$ cat src/rtl/mips_pkg.sv
// Shared constants, field positions and small helpers for the MIPS core pipeline.
package mips_pkg;

    localparam logic [1:0]  PC_SEL_SEQ       = 2'd0;
    localparam logic [1:0]  PC_SEL_BR        = 2'd1;
    localparam logic [1:0]  PC_SEL_J         = 2'd2;
    localparam logic [1:0]  PC_SEL_JR        = 2'd3;

    localparam logic [31:0] NOP_INSTR        = 32'h0000_0000;
    localparam logic [31:0] RESET_PC_DEFAULT = 32'h0000_0000;

    localparam int OP_MSB    = 31;
    localparam int OP_LSB    = 26;
    localparam int FUNCT_MSB = 5;
    localparam int FUNCT_LSB = 0;
    localparam int IMM_MSB   = 15;
    localparam int IMM_LSB   = 0;
    localparam int IDX_MSB   = 25;
    localparam int IDX_LSB   = 0;

    typedef enum logic [1:0] {
        ST_IDLE  = 2'd0,
        ST_FETCH = 2'd1,
        ST_DROP  = 2'd2
    } fetch_state_e;

    function automatic logic [31:0] align_word(input logic [31:0] a);
        return {a[31:2], 2'b00};
    endfunction

endpackage

$ cat src/rtl/fetch_stage_if.sv
// Instruction-memory request/acknowledge bus between the fetch stage and imem.
interface fetch_stage_if;
    logic        req;
    logic [31:0] addr;
    logic        ack;
    logic [31:0] rdata;

    modport master (output req, output addr, input ack, input rdata);
    modport slave  (input req, input addr, output ack, output rdata);
endinterface

$ cat src/rtl/pc_target_gen.sv
// Combinational redirect target for branch, jump and jump-register.
module pc_target_gen
    import mips_pkg::*;
(
    input  logic [1:0]  pc_sel_i,
    input  logic [25:0] instr_idx_i,
    input  logic [31:0] pc_plus4_i,
    input  logic [31:0] jr_target_i,
    output logic [31:0] target_o
);

    logic [15:0] imm_s;
    logic [31:0] raw_s;

    assign imm_s = instr_idx_i[IMM_MSB:IMM_LSB];

    always_comb begin
        raw_s = pc_plus4_i;
        case (pc_sel_i)
            PC_SEL_BR: raw_s = pc_plus4_i + {{14{imm_s[15]}}, imm_s, 2'b00};
            PC_SEL_J:  raw_s = {pc_plus4_i[31:28], instr_idx_i, 2'b00};
            PC_SEL_JR: raw_s = jr_target_i;
            default:   raw_s = pc_plus4_i;
        endcase
    end

    assign target_o = align_word(raw_s);

endmodule

$ cat src/rtl/fetch_stage.sv
// Instruction fetch stage with one-word stall buffer and IF/ID register.
// Optional feature: DELAY_SLOT_EN keeps the instruction after a taken redirect.
module fetch_stage
    import mips_pkg::*;
#(
    parameter logic [31:0] RESET_PC = RESET_PC_DEFAULT
) (
    input  logic                 clk,
    input  logic                 rst,
    fetch_stage_if.master        imem,
    input  logic                 stall_i,
    input  logic [1:0]           pc_sel_i,
    input  logic [31:0]          jr_target_i,
    output logic                 id_valid_o,
    output logic [31:0]          id_instr_o,
    output logic [31:0]          id_pc_plus4_o,
    output logic [5:0]           id_op_o,
    output logic [5:0]           id_funct_o,
    output logic                 id_is_nop_o
);

    fetch_state_e state_q, state_d;
    logic [31:0]  pc_q, pc_d;
    logic         req_q, req_d;
    logic [31:0]  addr_q, addr_d;
    logic         buf_valid_q, buf_valid_d;
    logic [31:0]  buf_instr_q, buf_instr_d;
    logic [31:0]  buf_pc4_q, buf_pc4_d;
    logic         id_valid_q, id_valid_d;
    logic [31:0]  id_instr_q, id_instr_d;
    logic [31:0]  id_pc4_q, id_pc4_d;
`ifdef DELAY_SLOT_EN
    logic         pend_valid_q, pend_valid_d;
    logic [31:0]  pend_pc_q, pend_pc_d;
`endif

    logic         ack_s;
    logic         redirect_s;
    logic [31:0]  fetch_pc4_s;
    logic [31:0]  target_s;

    assign ack_s       = req_q & imem.ack;
    assign fetch_pc4_s = addr_q + 32'd4;
    assign redirect_s  = id_valid_q & ~stall_i & (pc_sel_i != PC_SEL_SEQ);

    pc_target_gen u_target (
        .pc_sel_i    (pc_sel_i),
        .instr_idx_i (id_instr_q[IDX_MSB:IDX_LSB]),
        .pc_plus4_i  (id_pc4_q),
        .jr_target_i (jr_target_i),
        .target_o    (target_s)
    );

    always_comb begin
        state_d     = state_q;
        pc_d        = pc_q;
        req_d       = req_q;
        addr_d      = addr_q;
        buf_valid_d = buf_valid_q;
        buf_instr_d = buf_instr_q;
        buf_pc4_d   = buf_pc4_q;
        id_valid_d  = id_valid_q;
        id_instr_d  = id_instr_q;
        id_pc4_d    = id_pc4_q;
`ifdef DELAY_SLOT_EN
        pend_valid_d = pend_valid_q;
        pend_pc_d    = pend_pc_q;
`endif

        case (state_q)
            ST_IDLE: begin
                state_d = ST_FETCH;
            end
            ST_FETCH: begin
                // IF/ID takes the buffered word first, otherwise the word acked this cycle.
                if (!stall_i) begin
                    if (buf_valid_q) begin
                        id_valid_d  = 1'b1;
                        id_instr_d  = buf_instr_q;
                        id_pc4_d    = buf_pc4_q;
                        buf_valid_d = 1'b0;
                    end else if (ack_s) begin
                        id_valid_d = 1'b1;
                        id_instr_d = imem.rdata;
                        id_pc4_d   = fetch_pc4_s;
                    end else begin
                        id_valid_d = 1'b0;
                        id_instr_d = NOP_INSTR;
                    end
                end else if (ack_s) begin
                    buf_valid_d = 1'b1;
                    buf_instr_d = imem.rdata;
                    buf_pc4_d   = fetch_pc4_s;
                end else begin
                    buf_valid_d = buf_valid_q;
                end

                if (ack_s) begin
                    pc_d = pc_q + 32'd4;
                end else begin
                    pc_d = pc_q;
                end
`ifdef DELAY_SLOT_EN
                if (ack_s && pend_valid_q) begin
                    pc_d         = pend_pc_q;
                    pend_valid_d = 1'b0;
                end else begin
                    pend_valid_d = pend_valid_q;
                end
                // Slot not yet fetched: park the target until the slot's ack moves pc.
                if (redirect_s) begin
                    if ((pc_q != id_pc4_q) || ack_s) begin
                        pc_d = target_s;
                    end else begin
                        pend_valid_d = 1'b1;
                        pend_pc_d    = target_s;
                    end
                end else begin
                    pend_pc_d = pend_pc_q;
                end
                if (!req_q || ack_s) begin
                    req_d  = ~buf_valid_d;
                    addr_d = pc_d;
                end else begin
                    req_d = req_q;
                end
`else
                if (redirect_s) begin
                    pc_d        = target_s;
                    buf_valid_d = 1'b0;
                    id_valid_d  = 1'b0;
                    id_instr_d  = NOP_INSTR;
                end else begin
                    id_pc4_d = id_pc4_d;
                end
                if (redirect_s && req_q && !ack_s) begin
                    state_d = ST_DROP;
                end else if (!req_q || ack_s) begin
                    req_d  = ~buf_valid_d;
                    addr_d = pc_d;
                end else begin
                    req_d = req_q;
                end
`endif
            end
            ST_DROP: begin
                if (!stall_i) begin
                    id_valid_d = 1'b0;
                    id_instr_d = NOP_INSTR;
                end else begin
                    id_valid_d = id_valid_q;
                end
                // Stale word is thrown away; relaunch straight at the redirect target.
                if (ack_s) begin
                    state_d = ST_FETCH;
                    req_d   = 1'b1;
                    addr_d  = pc_q;
                end else begin
                    state_d = ST_DROP;
                end
            end
            default: begin
                state_d = ST_IDLE;
                req_d   = 1'b0;
            end
        endcase
    end

    always_ff @(posedge clk or posedge rst) begin
        if (rst) begin
            state_q     <= ST_IDLE;
            pc_q        <= RESET_PC;
            req_q       <= 1'b0;
            addr_q      <= RESET_PC;
            buf_valid_q <= 1'b0;
            buf_instr_q <= 32'h0000_0000;
            buf_pc4_q   <= 32'h0000_0000;
            id_valid_q  <= 1'b0;
            id_instr_q  <= 32'h0000_0000;
            id_pc4_q    <= 32'h0000_0000;
`ifdef DELAY_SLOT_EN
            pend_valid_q <= 1'b0;
            pend_pc_q    <= 32'h0000_0000;
`endif
        end else begin
            state_q     <= state_d;
            pc_q        <= pc_d;
            req_q       <= req_d;
            addr_q      <= addr_d;
            buf_valid_q <= buf_valid_d;
            buf_instr_q <= buf_instr_d;
            buf_pc4_q   <= buf_pc4_d;
            id_valid_q  <= id_valid_d;
            id_instr_q  <= id_instr_d;
            id_pc4_q    <= id_pc4_d;
`ifdef DELAY_SLOT_EN
            pend_valid_q <= pend_valid_d;
            pend_pc_q    <= pend_pc_d;
`endif
        end
    end

    assign imem.req      = req_q;
    assign imem.addr     = addr_q;
    assign id_valid_o    = id_valid_q;
    assign id_instr_o    = id_instr_q;
    assign id_pc_plus4_o = id_pc4_q;
    assign id_op_o       = id_instr_q[OP_MSB:OP_LSB];
    assign id_funct_o    = id_instr_q[FUNCT_MSB:FUNCT_LSB];
    assign id_is_nop_o   = ~id_valid_q | (id_instr_q == NOP_INSTR);

endmodule
$ cat src/flat_wrapper.sv
// flat-port wrapper written by rule: the top's interface ports become plain ports
module fetch_stage_flat import mips_pkg::*;
#(
    parameter logic [31:0] RESET_PC = RESET_PC_DEFAULT
)
  (clk, rst, stall_i, pc_sel_i, jr_target_i, id_valid_o, id_instr_o, id_pc_plus4_o, id_op_o, id_funct_o, id_is_nop_o, imem_req, imem_addr, imem_ack, imem_rdata);
  fetch_stage_if imem_i ();
  input  logic clk;
  input  logic rst;
  input  logic stall_i;
  input  logic [1:0] pc_sel_i;
  input  logic [31:0] jr_target_i;
  output logic id_valid_o;
  output logic [31:0] id_instr_o;
  output logic [31:0] id_pc_plus4_o;
  output logic [5:0] id_op_o;
  output logic [5:0] id_funct_o;
  output logic id_is_nop_o;
  output wire logic [$bits(imem_i.req)-1:0] imem_req;
  output wire logic [$bits(imem_i.addr)-1:0] imem_addr;
  input wire logic [$bits(imem_i.ack)-1:0] imem_ack;
  input wire logic [$bits(imem_i.rdata)-1:0] imem_rdata;
  assign imem_req = imem_i.req;
  assign imem_addr = imem_i.addr;
  assign imem_i.ack = imem_ack;
  assign imem_i.rdata = imem_rdata;
  fetch_stage #(.RESET_PC(RESET_PC)) u_core (.clk(clk), .rst(rst), .imem(imem_i), .stall_i(stall_i), .pc_sel_i(pc_sel_i), .jr_target_i(jr_target_i), .id_valid_o(id_valid_o), .id_instr_o(id_instr_o), .id_pc_plus4_o(id_pc_plus4_o), .id_op_o(id_op_o), .id_funct_o(id_funct_o), .id_is_nop_o(id_is_nop_o));
endmodule
$ cat config.mk
export PLATFORM = sky130hd
export DESIGN_NAME = fetch_stage_flat
export DESIGN_NICKNAME = d
export VERILOG_FILES = /design/src/rtl/mips_pkg.sv /design/src/rtl/fetch_stage_if.sv /design/src/rtl/pc_target_gen.sv /design/src/rtl/fetch_stage.sv /design/src/flat_wrapper.sv
export SDC_FILE = /design/constraint.sdc
export NUM_CORES = 1
export LEC_CHECK = 0
export CAP_MARGIN = 20
export CORE_ASPECT_RATIO = 0.6
export CORE_MARGIN = 8
export CORE_UTILIZATION = 57
export CTS_BUF_LIST = sky130_fd_sc_hd__clkbuf_8
export CTS_CLUSTER_SIZE = 20
export DETAILED_ROUTE_END_ITERATION = 8
export GPL_TIMING_DRIVEN = 0
export PLACE_DENSITY = 0.84
export SLEW_MARGIN = 20
export SYNTH_ARGS = -nofsm -noshare
export SYNTH_HDL_FRONTEND = slang
export SYNTH_SLANG_ARGS = --single-unit
$ cat constraint.sdc
create_clock -name clk -period 12.3 [get_ports clk]
set_input_delay 3.69 -clock clk [delete_from_list [all_inputs] [get_ports clk]]
set_output_delay 3.69 -clock clk [all_outputs]
set_load 0.01 [all_outputs]
==> impl_metrics.json <==
{
  "multi_input_area_um2": 6480,
  "globalplace.congestion": 1.05,
  "setup_viol_count_final": 0,
  "cts_buffer_depth": 2,
  "area_delta_synth_final_pct": 20.9,
  "grt_max_degree": 105,
  "htreeDepth": 4,
  "async_reset_ff_share_pct": 100,
  "path_clk_slew_ns": 0.09,
  "power.density_nw_per_um2": 245,
  "synth-seq-area-share_pct": 41.2,
  "antenna_found_initial": 0,
  "cts_sinks": 197,
  "hold_class": "flop to flop",
  "routed_wl_mm": 43.9,
  "n_antenna_cell": 0,
  "placed_cell_area_um2": 14100,
  "dr.pass1.iters": 8,
  "cts_tree": "yes",
  "postCtsResizedCells": 0,
  "clock-root-buffer": "clkbuf_8",
  "cp-end-kind": "flop",
  "vdd_ir_drop_max_mv": 0.150,
  "ys_ff_latch": 197,
  "drc_errors": 0,
  "postSynthAreaPerCell_um2": 8.97,
  "yosys.area.top_type_share_pct": 41.2,
  "dp_hpwl_mm": 33.8,
  "finalHoldViolCount": 0,
  "placedCellCount": 1792,
  "critPathMaxFanout": 10,
  "ys.flop_type": "dfrtp_1",
  "cts_made_buffers": 17,
  "ant_nets": 0,
  "routed-via-count": 11473,
  "die_width_um": 203,
  "boundaryPins": 181,
  "die_area_um2": 26100,
  "start_util_pct": 57.5,
  "port_buffers": 177,
  "critPathLaunchType": "primary input",
  "yosysTopAreaCell": "dfrtp_1",
  "max-cap-violations": 0,
  "drive_above_1_share_pct": 9.07,
  "fin_cells": 1823,
  "ys_types": 80,
  "tightest_slew_ns": 1.02,
  "clkLatencyLatePin_ns": 0.50,
  "required_ns": 12.64,
  "skew_ns": 0.0195,
  "rsz0062_at_grt": "no",
  "overflow": 0,
  "cp.arrival_ns": 6.89,
  "synth_nets": 1441,
  "seq_area_um2": 4930,
  "grt_pass1_vias": 11023,
  "netlist_area_um2": 12000,
  "slew_headroom_pct": 31.1,
  "finalSetupTns_ns": 0,
  "rows": 41,
  "slew_violations": 0,
  "synth_edf_count": 0,
  "cts_hold_buffers": 0,
  "p_total_mw": 3.54,
  "routed_via_density": 6.29,
  "fin_crit_ns": 6.55,
  "die_y_um": 128,
  "fillers": 1700,
  "cts_setup_buffers": 0,
  "finalCritPeriodShare_pct": 53.2,
  "fin_area_um2": 14500,
  "critical_path_class": "primary input to flop",
  "nets": 1638,
  "dr.first_iter.drc_count": 1404,
  "design.core.area_um2": 20800,
  "track_usage_pct": 33.8,
  "status": "finished clean",
  "wl_per_cell_um": 24.1,
  "yosysWarnings": 0,
  "grt_pass1_wl_mm": 66.6,
  "fmax_mhz": 153,
  "power_leakage_nw": 6.20,
  "syn_inst": 1335,
  "synth_area_leaders": "dfrtp_1 41%, o21ai_0 6.3%, nand2_1 6.1%, mux2_2 5.2%, a21oi_1 4.1%"
}
## synth_stat cells, drive strengths merged, types with 19 or more instances
| cell | instances |
|---|---|
| a21o | 21 |
| a21oi | 99 |
| and3 | 26 |
| buf | 19 |
| clkbuf | 74 |
| dfrtp | 197 |
| ha | 35 |
| inv | 20 |
| mux2 | 55 |
| mux2i | 49 |
| nand2 | 196 |
| nand3 | 41 |
| nor2 | 93 |
| nor3 | 21 |
| o21ai | 158 |
| xnor2 | 45 |
| xor2 | 31 |
## worst paths after layout
check	from	slack [ns]	depth (start not counted)	end
worst max-delay path	stall_i	5.75	9	u_core.imem.addr[15]$_DFFE_PP0P_
worst min-delay path	u_core.buf_pc4_q[12]$_DFFE_PP0P_	0.49	2	u_core.buf_pc4_q[12]$_DFFE_PP0P_
worst max register to register	u_core.id_instr_o[15]$_DFFE_PP0P_	8.42	11	u_core.imem.addr[28]$_DFFE_PP0P_
worst min register to register	u_core.buf_pc4_q[12]$_DFFE_PP0P_	0.49	2	u_core.buf_pc4_q[12]$_DFFE_PP0P_
max in group asynchronous	rst	7.64	3	u_core.imem.addr[24]$_DFFE_PP0P_
min in group asynchronous	rst	3.70	2	u_core.id_instr_o[2]$_DFFE_PP0P_
## metal layers
| metal | global-route usage (%) | routed length (um) | vias to the layer above |
|---|---|---|---|
| li1 | - | - | 5124 |
| met5 | 0 | 0 | - |
| met3 | 14.6 | 6800 | 91 |
| met2 | 46.7 | 17600 | 755 |
| met4 | 9.26 | 1150 | 0 |
| met1 | 47.3 | 18400 | 5503 |
## placed cells by master (no fill, tap or decap), drive strengths merged, types with 6 or more instances in the layout
cell,n
clkdlybuf4s50,177
xnor2,45
ha,35
nand4,12
mux2,55
clkbuf,93
a21o,21
a21oi,99
nor4,12
dfrtp,197
a31oi,10
and3,26
o21ai,158
o211ai,6
a221oi,11
nor3,21
clkinv,6
nand2b,8
o31ai,11
nand3,41
nor2,93
nand2,196
a211oi,8
a221o,6
buf,20
inv,26
mux2i,49
xor2,31
o21bai,7
## critical path, cell delays in order
cell             delay (ns)
clkdlybuf4s50_1        0.50
nand2b_1               0.20
clkbuf_8               0.17
nor2_1                 0.17
clkbuf_1               0.50
clkbuf_1               0.55
nor2_1                 0.14
o311ai_0               0.87
nand2_1                0.10
## power by group
group / total [mW] / internal (mW) / switching (mW)
combinational: 1.85 / 0.796 / 1.06
sequential: 1.30 / 0.907 / 0.396
clock: 0.388 / 0.149 / 0.239
## stage by stage
step           hold WS [ns]  utilization (%)  setup slack (ns)
3_5_place_dp          0.471             67.9              5.47
3_3_place_gp          0.461             67.7             0.692
2_1_floorplan         0.450                -              3.24
6_report              0.488             69.5              5.75
5_1_grt               0.519             69.5              5.78
4_1_cts               0.491             69.5              5.98
## kinds of logic after synthesis
logic type	synth area share, %
adders and majority gates	3.82
DFF	41.2
xor gates and xnor gates	5.56
muxes	9.27
AOI/OAI and AO/OA	19.0
buffers and inverters	4.70
and+or+nand+nor	16.5
## registers in the layout, indices dropped and copies added (netlist names)
name and count:
u_core.buf_instr_q 32, u_core.buf_pc4_q 32, u_core.id_instr_o 32, u_core.id_pc_plus4_o 32, u_core.imem.addr 32, u_core.pc_q 32
u_core.state_q 2, u_core.buf_valid_q 1, u_core.id_valid_o 1, u_core.imem.req 1
## area by class of cell
type                    count  area share (%)
inverters                  23           0.648
well taps                 279            2.41
flip-flops and latches    197            34.1
repair buffers            178            12.4
clock buffers              19            1.81
multi-input cells        1022            44.8
clock inverters            12           0.570
plain buffers              93            3.29
No activity file was read; power rests on OpenSTA's default activity.
